**src/rtl/neural_train_sched_pkg.sv**
```systemverilog
// Shared types and constants for the neural predictor training scheduler.
// Row layout: bias in [1:0], weight j (0-based) in [2+3j +: 3], 146 bits total.
package neural_pred_pkg;

  localparam int IDX_W     = 8;
  localparam int N_WT      = 48;
  localparam int WT_BITS   = 3;
  localparam int BIAS_BITS = 2;
  localparam int ROW_W     = BIAS_BITS + N_WT * WT_BITS;

  localparam logic [WT_BITS-1:0]   WT_MAX   = 3'b011;
  localparam logic [WT_BITS-1:0]   WT_MIN   = 3'b100;
  localparam logic [BIAS_BITS-1:0] BIAS_MAX = 2'b01;
  localparam logic [BIAS_BITS-1:0] BIAS_MIN = 2'b10;

  typedef struct packed {
    logic [IDX_W-1:0] idx;
    logic             dir;
    logic [N_WT-1:0]  rs;
    logic             bias_en;
    logic             wt_en;
  } train_req_t;

  typedef enum logic [1:0] {IDLE, RD, WAIT, WR} sched_state_t;

endpackage

```
**src/rtl/neural_train_sched_if.sv**
```systemverilog
// Training request channel from the EX-stage update logic into the scheduler.
interface neural_train_sched_if;
  import neural_pred_pkg::*;

  logic             train_valid;
  logic             train_ready;
  logic [IDX_W-1:0] train_idx;
  logic             train_dir;
  logic [N_WT-1:0]  train_rs;
  logic             train_bias_en;
  logic             train_wt_en;

  modport master (
    output train_valid, train_idx, train_dir, train_rs, train_bias_en, train_wt_en,
    input  train_ready
  );

  modport slave (
    input  train_valid, train_idx, train_dir, train_rs, train_bias_en, train_wt_en,
    output train_ready
  );

endinterface

```
**src/rtl/neural_train_sched_sat_step.sv**
```systemverilog
// Signed saturating +1/-1 step of a W-bit two's-complement field.
module sat_step #(
  parameter int W = 3
) (
  input  logic [W-1:0] val,
  input  logic         inc,
  output logic [W-1:0] result
);

  localparam logic [W-1:0] MAX_V = {1'b0, {(W-1){1'b1}}};
  localparam logic [W-1:0] MIN_V = {1'b1, {(W-1){1'b0}}};

  always_comb begin
    result = val;
    if (inc) begin
      if (val != MAX_V) result = val + W'(1);
    end else if (val != MIN_V) begin
      result = val - W'(1);
    end
  end

endmodule

```
**src/rtl/neural_train_sched.sv**
```systemverilog
// Queues predictor training requests and runs each as read/step/write-back,
// sharing the single table port with fetch lookups under a starvation guard.
module neural_train_sched
  import neural_pred_pkg::*;
#(
  parameter int FIFO_DEPTH = 2,
  parameter int STARVE_MAX = 4
) (
  input  logic                 clk,
  input  logic                 rst,
  neural_train_sched_if.slave  train,
  input  logic                 pred_req,
  input  logic [IDX_W-1:0]     pred_idx,
  output logic                 pred_grant,
  output logic                 tbl_en,
  output logic                 tbl_we,
  output logic [IDX_W-1:0]     tbl_addr,
  output logic [ROW_W-1:0]     tbl_wdata,
  input  logic [ROW_W-1:0]     tbl_rdata,
  output logic                 busy
);

  localparam int PW = $clog2(FIFO_DEPTH);
  localparam int SW = $clog2(STARVE_MAX + 1);
  localparam logic [PW:0]   FULL_CNT   = (PW+1)'(FIFO_DEPTH);
  localparam logic [PW:0]   ONE_CNT    = (PW+1)'(1);
  localparam logic [SW-1:0] STARVE_LIM = SW'(STARVE_MAX);

  sched_state_t     state, next_state;
  train_req_t       fifo_mem [FIFO_DEPTH];
  train_req_t       req_in, head;
  logic [PW-1:0]    wr_ptr, rd_ptr;
  logic [PW:0]      count;
  logic [SW-1:0]    starve_cnt;
  logic [ROW_W-1:0] row_reg, new_row;
  logic             push, pop, empty, row_load, in_rw, sched_access;

  assign req_in = '{idx: train.train_idx, dir: train.train_dir, rs: train.train_rs,
                    bias_en: train.train_bias_en, wt_en: train.train_wt_en};
  assign head              = fifo_mem[rd_ptr];
  assign empty             = (count == '0);
  assign train.train_ready = (count != FULL_CNT);
  assign push              = train.train_valid && train.train_ready;
  assign busy              = (state != IDLE) || !empty;
  assign tbl_wdata         = row_reg;

  // The scheduler only contends for the port in RD/WR; it yields to fetch until starved.
  assign in_rw        = (state == RD) || (state == WR);
  assign sched_access = in_rw && (!pred_req || (starve_cnt >= STARVE_LIM));

  always_ff @(posedge clk) begin
    if (push) fifo_mem[wr_ptr] <= req_in;
  end

  logic [BIAS_BITS-1:0] bias_step;

  sat_step #(.W(BIAS_BITS)) u_bias_step (
    .val    (tbl_rdata[BIAS_BITS-1:0]),
    .inc    (head.dir),
    .result (bias_step)
  );

  assign new_row[BIAS_BITS-1:0] = head.bias_en ? bias_step : tbl_rdata[BIAS_BITS-1:0];

  for (genvar j = 0; j < N_WT; j++) begin : g_wt
    logic [WT_BITS-1:0] wt_step;

    sat_step #(.W(WT_BITS)) u_wt_step (
      .val    (tbl_rdata[BIAS_BITS + WT_BITS*j +: WT_BITS]),
      .inc    (head.dir == head.rs[j]),
      .result (wt_step)
    );

    assign new_row[BIAS_BITS + WT_BITS*j +: WT_BITS] =
      head.wt_en ? wt_step : tbl_rdata[BIAS_BITS + WT_BITS*j +: WT_BITS];
  end

  always_ff @(posedge clk or posedge rst) begin
    if (rst) begin
      state      <= IDLE;
      wr_ptr     <= '0;
      rd_ptr     <= '0;
      count      <= '0;
      starve_cnt <= '0;
      row_reg    <= '0;
    end else begin
      state <= next_state;
      if (push) wr_ptr <= wr_ptr + PW'(1);
      if (pop)  rd_ptr <= rd_ptr + PW'(1);
      count <= count + {{PW{1'b0}}, push} - {{PW{1'b0}}, pop};
      if (sched_access)          starve_cnt <= '0;
      else if (in_rw && pred_req) starve_cnt <= starve_cnt + SW'(1);
      if (row_load) row_reg <= new_row;
    end
  end

  // An arriving request with nothing queued starts RD directly, giving 3-cycle latency.
  always_comb begin
    next_state = state;
    pop        = 1'b0;
    row_load   = 1'b0;
    tbl_en     = 1'b0;
    tbl_we     = 1'b0;
    tbl_addr   = '0;
    pred_grant = pred_req && !sched_access;
    if (pred_grant) begin
      tbl_en   = 1'b1;
      tbl_addr = pred_idx;
    end
    unique case (state)
      IDLE: begin
        if (!empty) begin
          if (!head.bias_en && !head.wt_en) pop = 1'b1;
          else next_state = RD;
        end else if (push && (train.train_bias_en || train.train_wt_en)) begin
          next_state = RD;
        end
      end
      RD: begin
        if (sched_access) begin
          tbl_en     = 1'b1;
          tbl_addr   = head.idx;
          next_state = WAIT;
        end
      end
      WAIT: begin
        row_load   = 1'b1;
        next_state = WR;
      end
      WR: begin
        if (sched_access) begin
          tbl_en     = 1'b1;
          tbl_we     = 1'b1;
          tbl_addr   = head.idx;
          pop        = 1'b1;
          next_state = (count > ONE_CNT || push) ? RD : IDLE;
        end
      end
      default: next_state = IDLE;
    endcase
  end

endmodule

```
**src/flat_wrapper.sv**
```systemverilog
// flat-port wrapper written by rule: the top's interface ports become plain ports
module neural_train_sched_flat import neural_pred_pkg::*;
#(
  parameter int FIFO_DEPTH = 2,
  parameter int STARVE_MAX = 4
)
  (clk, rst, pred_req, pred_idx, pred_grant, tbl_en, tbl_we, tbl_addr, tbl_wdata, tbl_rdata, busy, train_train_valid, train_train_idx, train_train_dir, train_train_rs, train_train_bias_en, train_train_wt_en, train_train_ready);
  neural_train_sched_if train_i ();
  input  logic clk;
  input  logic rst;
  input  logic pred_req;
  input  logic [IDX_W-1:0] pred_idx;
  output logic pred_grant;
  output logic tbl_en;
  output logic tbl_we;
  output logic [IDX_W-1:0] tbl_addr;
  output logic [ROW_W-1:0] tbl_wdata;
  input  logic [ROW_W-1:0] tbl_rdata;
  output logic busy;
  input wire logic [$bits(train_i.train_valid)-1:0] train_train_valid;
  input wire logic [$bits(train_i.train_idx)-1:0] train_train_idx;
  input wire logic [$bits(train_i.train_dir)-1:0] train_train_dir;
  input wire logic [$bits(train_i.train_rs)-1:0] train_train_rs;
  input wire logic [$bits(train_i.train_bias_en)-1:0] train_train_bias_en;
  input wire logic [$bits(train_i.train_wt_en)-1:0] train_train_wt_en;
  output wire logic [$bits(train_i.train_ready)-1:0] train_train_ready;
  assign train_i.train_valid = train_train_valid;
  assign train_i.train_idx = train_train_idx;
  assign train_i.train_dir = train_train_dir;
  assign train_i.train_rs = train_train_rs;
  assign train_i.train_bias_en = train_train_bias_en;
  assign train_i.train_wt_en = train_train_wt_en;
  assign train_train_ready = train_i.train_ready;
  neural_train_sched #(.FIFO_DEPTH(FIFO_DEPTH), .STARVE_MAX(STARVE_MAX)) u_core (.clk(clk), .rst(rst), .train(train_i), .pred_req(pred_req), .pred_idx(pred_idx), .pred_grant(pred_grant), .tbl_en(tbl_en), .tbl_we(tbl_we), .tbl_addr(tbl_addr), .tbl_wdata(tbl_wdata), .tbl_rdata(tbl_rdata), .busy(busy));
endmodule
```
**config.mk**
```make
export PLATFORM = sky130hd
export DESIGN_NAME = neural_train_sched_flat
export DESIGN_NICKNAME = d
export VERILOG_FILES = /design/src/rtl/neural_train_sched_pkg.sv /design/src/rtl/neural_train_sched_if.sv /design/src/rtl/neural_train_sched_sat_step.sv /design/src/rtl/neural_train_sched.sv /design/src/flat_wrapper.sv
export SDC_FILE = /design/constraint.sdc
export NUM_CORES = 1
export LEC_CHECK = 0
export ABC_AREA = 1
export CAP_MARGIN = 20
export CORE_AREA = 2 2 231 176
export DETAILED_ROUTE_END_ITERATION = 7
export DIE_AREA = 0 0 233 178
export PLACE_DENSITY = 0.81
export REMOVE_ABC_BUFFERS = 1
export SYNTH_ARGS = -nofsm -noshare
export SYNTH_HDL_FRONTEND = slang
export SYNTH_SLANG_ARGS = --single-unit
```
**constraint.sdc**
```tcl
create_clock -name clk -period 7.2 [get_ports clk]
set_input_delay 2.16 -clock clk [delete_from_list [all_inputs] [get_ports clk]]
set_output_delay 2.16 -clock clk [all_outputs]
set_load 0.1 [all_outputs]
```
# After elaboration in Yosys (flattened, before gate mapping)
# Memories as Yosys holds them, arrays and structs flattened.
# Index checks and enable logic that the tools add are counted.
# op_classes
add_sub_neg	103
magnitude_cmp	2
n_eq_ne	154
mux	219
n_reduce_logical	22
# op_table
operator	count
$mux 3	194
$add 3x1->3 const B	49
$ne 3x2->1 const B	49
$ne 3x3->1 const B	49
$sub 3x1->3 const B	48
$eq 1x1->1	48
$mux 8	3
$mux 2	9
$mux 1	11
$pmux 2 s4	1
$logic_and 1x1->1	6
$ne 2x1->1 const B	3
$logic_not 1->1	5
$logic_or 1x1->1	5
$eq 2x2->1 const B	2
$logic_not 2->1	2
$ne 2x2->1 const B	2
$reduce_and 4->1	1
$reduce_bool 2->1	2
$ge 3x3->1 const B	1
$add 1x1->1 const B	2
$add 2x1->2	1
$add 2x1->2 const B	1
$eq 2x1->1 const B	1
other kinds (5)	5
# totals
ff_bits	155
ram_bits	118
input_bits	217
elab_cells	507
memories	1
# mem_list
name	depth	width	rd	rd_ports_with_merged_regs	write_ports	line_no	rtl
u_core.fifo_mem	2	59	1	0	1	neural_train_sched.sv:30	train_req_t fifo_mem [FIFO_DEPTH];

# Logic depth before layout (Yosys ltp)
# Gate-level depths: netlist of run 1.
# logic_depth
word_depth	8
mapped_depth	12

# By module
# A second synthesis of run 1 with hierarchy kept.
# unflattened
hier_cells	2698
area_unflattened_um2	19934.1
# modules_own_cells
mod	n_inst	cells_each	area_each_um2	seq_area_each_um2
neural_train_sched	1	1249	11972.7	7422.1
sat_step at u_core.g_wt[0].u_wt_step ...	48	30	165.2	0.0
sat_step at u_core.u_bias_step	1	9	33.8	0.0

# Least setup slack after synthesis of run 1
# Ideal clock, no wire load.
# synth_path
path_kind	input to output
start	in pred_req
end	out tbl_addr[0]
t_arrival_ps	4299
t_required_ps	5040
slack_ps	741
cell_stages	6
path_buffers	0
path_cell_list	inv_1 > nor2_1 > nor2_1 > nor2_2 > nand2_1 > nand2_1
# synth_between
elab_chain_cells	8
# synth_rtl
item	line_no	rtl
from (decl)	flat_wrapper.sv:11	input logic pred_req;
$logic_not 1->1	neural_train_sched.sv:49	assign sched_access = in_rw && (!pred_req || (starve_cnt >= STARVE_LIM));
$logic_or 1x1->1	neural_train_sched.sv:49	
$logic_and 1x1->1	neural_train_sched.sv:49	
$logic_not 1->1	neural_train_sched.sv:105	pred_grant = pred_req && !sched_access;
$logic_and 1x1->1 (*)	neural_train_sched.sv:105	
via pred_grant	flat_wrapper.sv:13	output logic pred_grant;
$mux 8 (*)	neural_train_sched.sv:106	if (pred_grant) begin
$mux 8	neural_train_sched.sv:120, neural_train_sched.sv:131	
$mux 8 (*)	-	
to (decl)	flat_wrapper.sv:16	output logic [IDX_W-1:0] tbl_addr;
# Mark *: on every way through the listed nets, which the timed path passes. The rest lies on a longest branch.

# Worst setup path in the final report of run 1
# layout_path
start	in pred_req
end	out tbl_addr[0]
# layout_between
elab_chain_cells	8
# layout_rtl
item	line_no
$logic_not 1->1	neural_train_sched.sv:49
$logic_or 1x1->1	neural_train_sched.sv:49
$logic_and 1x1->1	neural_train_sched.sv:49
$logic_not 1->1	neural_train_sched.sv:105
$logic_and 1x1->1	neural_train_sched.sv:105
$mux 8	neural_train_sched.sv:106
$mux 8	neural_train_sched.sv:120, neural_train_sched.sv:131
$mux 8 (*)	-
# Every way passes the cells marked *; elsewhere a longest branch is shown, timed or not.

==> results.yml, run 1 <==
run_status:
  outcome: "finished with violations"
  failed_checks: "design-rule violations"
route:
  wl_per_cell_um: 15.6
  drc: 2
  drt_iter0_drc: 1684
  num_vias: 21572
  final_antenna_net_count: 0
  drt-total-wl_um: 62600
  drtPass1Iterations: 8
  viasPerCell: 5.38
power:
  vdd_ir_drop_max_mv: 0.374
  powerDensity_nw_per_um2: 471
  seqPwrFrac_pct: 21.3
  p_sw_uw: 7100
  pwr-share-comb_pct: 64.4
  clock_power_share_pct: 14.3
  p_int_uw: 5200
  p_leak_uw: 0.0136
  swShare_pct: 57.7
setup_path:
  crit_type: "in2out"
  start_kind: "input pin"
  crit_family: "simple AND/OR/NAND/NOR gates"
  path_cells: "clkdlybuf4s50_1 -> inv_1 -> nor2_1 -> nor2_1 -> nor2_2 -> nand2_1 -> nand2_1 -> buf_4"
  worstPathMaxFanout: 10
  critical_path_buf_inv_count: 3
  cp_slowest_cell: "clkdlybuf4s50_1"
  cpPeakStageDelay_ps: 450
  end_kind: "output pin"
  required_ps: 5040
  arrival_ps: 4000
synth:
  synth_area_um2: 21000
  synth_cell_types: 24
  seq_area_frac_synth_pct: 35.4
  synth_warnings: 0
  avgSynthCellArea_um2: 6.70
  synth-seq-cells: 273
  syn_inst: 3126
global_route:
  grt_pass1_wl_um: 100000
  grt_use_total_pct: 29.8
  overflow: 0
  grt_start_max_net_pins: 119
  grt_pass1_vias: 21011
  antenna_found_initial: 12
placement:
  io_buffer_count: 375
  dpl-instance-area_um2: 25000
  hpwlAfterDp_um: 42900
  gp_congestion: 0.949
timing:
  relSlewSlack_pct: 25.2
  worstMarginPinSlew_ps: 1120
  hold_viol: 0
  period_needed_ps: 6160
  rsz0062_at_grt: "no"
  fmax_mhz: 162
  setup_tns_ps: 0
  setup_viol: 0
  slew_violations: 0
  fin_crit_sh_pct: 85.6
  skew_ps: 12.1
floorplanning:
  rows: 63
  core_area_um2: 39200
  die_w_um: 233
  start_util_pct: 53.5
  die-area_um2: 41500
  dieHeight_um: 178
  io_pins: 376
run:
  cap_viol_max_count: 0
cts:
  clk_path_buf_depth: 3
  cts_tree: "built"
  cts_made_buffers: 34
  clk_pin_slew_ps: 50
  ctsResizeCount: 0
  cts_setup_buffers: 0
  hold_buffers: 0
  clock-sinks: 273
  cts-htree-levels: 2
  cts_root_buf: "clkbuf_16"
  clk_latency_ps: 530
worst_hold_path:
  hp-class: "reg2reg"
cells_and_area:
  drive_gt1_share_pct: 3.48
  final_area_um2: 26100
  final_util_pct: 66.7
  area_delta_synth_final_pct: 24.7
  nets: 3823
==> cell usage in the layout, fill, tap and decap left out, types with 35 or more instances in the layout <==
cell             instances
dfrtp_1                154
xor2_1                  48
o21ai_0                140
clkdlybuf4s50_1        364
inv_1                  470
edfxtp_1               118
a21oi_1                176
nand3_1                389
nor2_1                 232
nand2_1               1063
ha_1                   151
clkbuf_16               35
==> final cells by class <==
class | count | area (µm²)
flip-flops and latches | 273 | 7430
inverters | 474 | 1790
repair buffers | 388 | 3820
clock buffers | 46 | 987
diodes | 7 | 17.5
well taps | 520 | 651
fillers | 3245 | 13000
multi-input cells | 2283 | 11300
clock inverters | 15 | 150
==> through the flow <==
stage / cells / power [µW] / hold slack [ps] / setup slack (ps)
5_1_grt: 4003 / 13000 / 500 / 847
3_3_place_gp: 3938 / 10300 / 461 / 1100
4_1_cts: 3999 / 12300 / 481 / 1040
6_report: 4006 / 12300 / 478 / 1040
2_1_floorplan: 3030 / 8450 / 450 / 741
3_5_place_dp: 3938 / 10500 / 465 / 1050
==> state kept, by name (all words and copies together) (netlist names) <==
| signal | cells |
|---|---|
| u_core.count | 2 |
| u_core.fifo_mem | 118 |
| u_core.rd_ptr | 1 |
| u_core.starve_cnt | 3 |
| u_core.state | 2 |
| u_core.tbl_wdata | 146 |
| u_core.wr_ptr | 1 |
==> path summary, 6_finish.rpt <==
kind	cells past startpoint	start	slack (ps)	to
min	2	u_core.tbl_wdata[85]	480	u_core.tbl_wdata[85]
max	8	pred_req	1040	tbl_addr[0]
min reg2reg	2	u_core.tbl_wdata[85]	480	u_core.tbl_wdata[85]
min in group asynchronous	2	rst	2250	u_core.tbl_wdata[119]
max reg2reg	9	u_core.rd_ptr	2700	u_core.tbl_wdata[32]
max in group asynchronous	3	rst	3860	u_core.tbl_wdata[34]
==> tightest hold or removal path, delay by kind of cell, from the launching register on <==
family,cells,cell delay [ps]
flops,1,340
simple gates,2,100
==> Yosys cell counts <==
| cell | n | area (µm²) |
|---|---|---|
| a21oi_1 | 176 | 881 |
| a31oi_1 | 1 | 6.26 |
| buf_2 | 37 | 185 |
| buf_4 | 10 | 75.1 |
| buf_6 | 9 | 101 |
| clkbuf_1 | 40 | 150 |
| dfrtp_1 | 155 | 3880 |
| edfxtp_1 | 118 | 3540 |
| ha_1 | 152 | 1900 |
| inv_1 | 471 | 1770 |
| inv_2 | 3 | 11.3 |
| nand2_1 | 1064 | 3990 |
| nand2_2 | 26 | 163 |
| nand3_1 | 389 | 1950 |
| nand3b_1 | 18 | 135 |
| nand4_1 | 1 | 6.26 |
| nor2_1 | 234 | 878 |
| nor2_2 | 1 | 6.26 |
| o211ai_1 | 8 | 60.1 |
| o21ai_0 | 140 | 701 |
| o21ai_1 | 14 | 70.1 |
| or2_2 | 9 | 56.3 |
| xnor2_1 | 2 | 17.5 |
| xor2_1 | 48 | 420 |
==> layer usage <==
metal / track usage [%] / part of all wire, % / wire [µm]
met1: 36.7 / 41 / 25600
met2: 50.7 / 47 / 29500
met3: 6.15 / 8.2 / 5160
met4: 13.0 / 3.7 / 2330
met5: 0 / 0.086 / 54
==> power groups by stage <==
| stage | Clock, µW | Combinational, µW | Sequential (µW) |
|---|---|---|---|
| finish | 1760 | 7920 | 2620 |
| global route | 1850 | 8500 | 2680 |
| global placement | 0 | 7710 | 2610 |
| floorplan | 0 | 2990 | 5460 |
| detailed placement | 0 | 7860 | 2630 |
| CTS | 1790 | 7900 | 2620 |
==> cell families after synthesis <==
logic type	synth area share, %
AOI/OAI and AO/OA	8.20
buffers and inverters	10.9
and+or+nand+nor	34.3
xor gates and xnor gates	2.09
adders and majority gates	9.08
DFF	35.4
Power figures use the tool's default switching activity.
==> run 2, diff against run 1 <==
--- a/config.mk
+++ b/config.mk
@@ -7,10 +7,9 @@
 export LEC_CHECK = 0
 export ABC_AREA = 1
 export CAP_MARGIN = 20
-export CORE_AREA = 2 2 231 176
+export CORE_AREA = 2 2 238 240
 export DETAILED_ROUTE_END_ITERATION = 7
-export DIE_AREA = 0 0 233 178
-export PLACE_DENSITY = 0.81
+export DIE_AREA = 0 0 240 242
 export REMOVE_ABC_BUFFERS = 1
 export SYNTH_ARGS = -nofsm -noshare
 export SYNTH_HDL_FRONTEND = slang
==> results.yml, run 2 (synthesized netlist as in run 1, its figures left out) <==
run_status:
  outcome: "finished, final reports clean"
power:
  p_leak_uw: 0.0137
  p_sw_uw: 7080
  swShare_pct: 56.2
  vdd_ir_drop_max_mv: 0.411
  p_int_uw: 5520
  powerDensity_nw_per_um2: 471
  clock_power_share_pct: 17.0
  seqPwrFrac_pct: 20.8
  pwr-share-comb_pct: 62.1
timing:
  setup_slack_ps: 1120
  slew_violations: 0
  relSlewSlack_pct: 27.0
  setup_viol: 0
  worstMarginPinSlew_ps: 1090
  fmax_mhz: 164
  whs_ps: 475
  skew_ps: 16.4
  hold_viol: 0
  rsz0062_at_grt: "no"
  setup_tns_ps: 0
  fin_crit_sh_pct: 84.5
  period_needed_ps: 6080
setup_path:
  crit_start: "pred_req"
  endpoint: "tbl_addr[7]"
  reg2reg_to: "u_core.tbl_wdata[59]"
  required_ps: 5040
  worstPathMaxFanout: 10
  end_kind: "output pin"
  rrSetupSlack_ps: 3160
  r2r_cells: 10
  crit_type: "in2out"
  arrival_ps: 3920
  start_kind: "input pin"
  rr_startpoint: "u_core.rd_ptr"
worst_hold_path:
  hp-class: "reg2reg"
run:
  cap_viol_max_count: 0
floorplanning:
  die-area_um2: 58100
  io_pins: 376
  die_w_um: 240
  rows: 87
  dieHeight_um: 242
  start_util_pct: 37.6
  core_area_um2: 55700
cts:
  cts_tree: "built"
  cts_root_buf: "clkbuf_16"
  clock-sinks: 273
  cts_made_buffers: 39
  hold_buffers: 0
  clk_pin_slew_ps: 60
  cts-htree-levels: 2
  ctsResizeCount: 0
  cts_setup_buffers: 0
  clk_latency_ps: 560
  clk_path_buf_depth: 3
cells_and_area:
  nets: 3828
  fillers: 5658
  area_delta_synth_final_pct: 27.5
  layout.cells.non_filler: 4253
  final_common_cell: "nand2_1"
  drive_gt1_share_pct: 3.75
  final_util_pct: 48.0
  largest_reg_flops: 146
  mostFrequentLayoutCells: "nand2_1 (1063), inv_1 (470), nand3_1 (389)"
route:
  num_vias: 20236
  drt-total-wl_um: 61700
  viasPerCell: 4.76
  drtPass1Iterations: 5
  drt_iter0_drc: 1005
  drc: 0
  final_antenna_net_count: 0
  wl_per_cell_um: 14.5
global_route:
  grt_pass1_wl_um: 98900
  grt_start_max_net_pins: 103
  grt_pass1_vias: 18984
  overflow: 0
  grt_use_total_pct: 21.1
  antenna_found_initial: 16
placement:
  place_ws_ps: 1110
  hpwlAfterDp_um: 41400
  placed_cells: 4174
  gp_congestion: 0.857
  io_buffer_count: 375
## run 2: cell types whose count changed in the layout (fill, tap and decap cells not counted), sizes merged
cell and delta:
clkinv -3, clkbuf +6, diode +1, bufinv +6, inv +2, clkinvlp -1
## run 2: worst min path at each step
stage                           from                     to  slack, ps  cells past startpoint
2_1_floorplan   u_core.starve_cnt[2]   u_core.starve_cnt[2]        450                      2
3_3_place_gp   u_core.tbl_wdata[112]  u_core.tbl_wdata[112]        460                      2
3_5_place_dp   u_core.tbl_wdata[103]  u_core.tbl_wdata[103]        460                      2
4_1_cts         u_core.tbl_wdata[31]   u_core.tbl_wdata[31]        480                      2
5_1_grt         u_core.tbl_wdata[79]   u_core.tbl_wdata[79]        510                      2
6_report        u_core.tbl_wdata[22]   u_core.tbl_wdata[22]        480                      2
## run 2: per-stage QoR
stage	area, µm²	total power [µW]
6_report	26700	12600
5_1_grt	26700	13500
4_1_cts	26700	12700
3_5_place_dp	25300	10500
3_3_place_gp	25300	10500
2_1_floorplan	20400	8450
## run 2: routing by layer
metal | track usage [%] | share of wire, % | routed length [µm] | up-vias
li1 | - | - | - | 10542
met1 | 27.5 | 46 | 28100 | 9121
met2 | 34.5 | 46 | 28100 | 459
met3 | 4.95 | 6.3 | 3870 | 98
met4 | 6.43 | 2.5 | 1530 | 16
met5 | 0 | 0.17 | 103 | -
## run 2: power by group through the flow
stage	Clock, µW	Sequential, µW	Combinational [µW]
3_5_place_dp	0	2650	7880
5_1_grt	2260	2710	8510
6_report	2140	2630	7830
3_3_place_gp	0	2650	7880
2_1_floorplan	0	5460	2990
4_1_cts	2200	2640	7910
## run 2: worst max-delay path: stages
cell,delay [ps]
clkdlybuf4s50_1,450
inv_1,60
nor2_1,210
nor2_1,230
nor2_2,340
nand2_1,90
nand2_1,90
buf_4,290
## run 2: area by class of cell
type                       instances  area (µm²)  area share, %
clock inverter                    19         335           1.25
multi-input combinational       2283       11300           42.2
tap                              756         946           3.54
inverter                         474        1790           6.71
timing repair buffer             388        3850           14.4
sequential                       273        7430           27.8
clock buffer                      52        1080           4.03
antenna                            8        20.0         0.0749
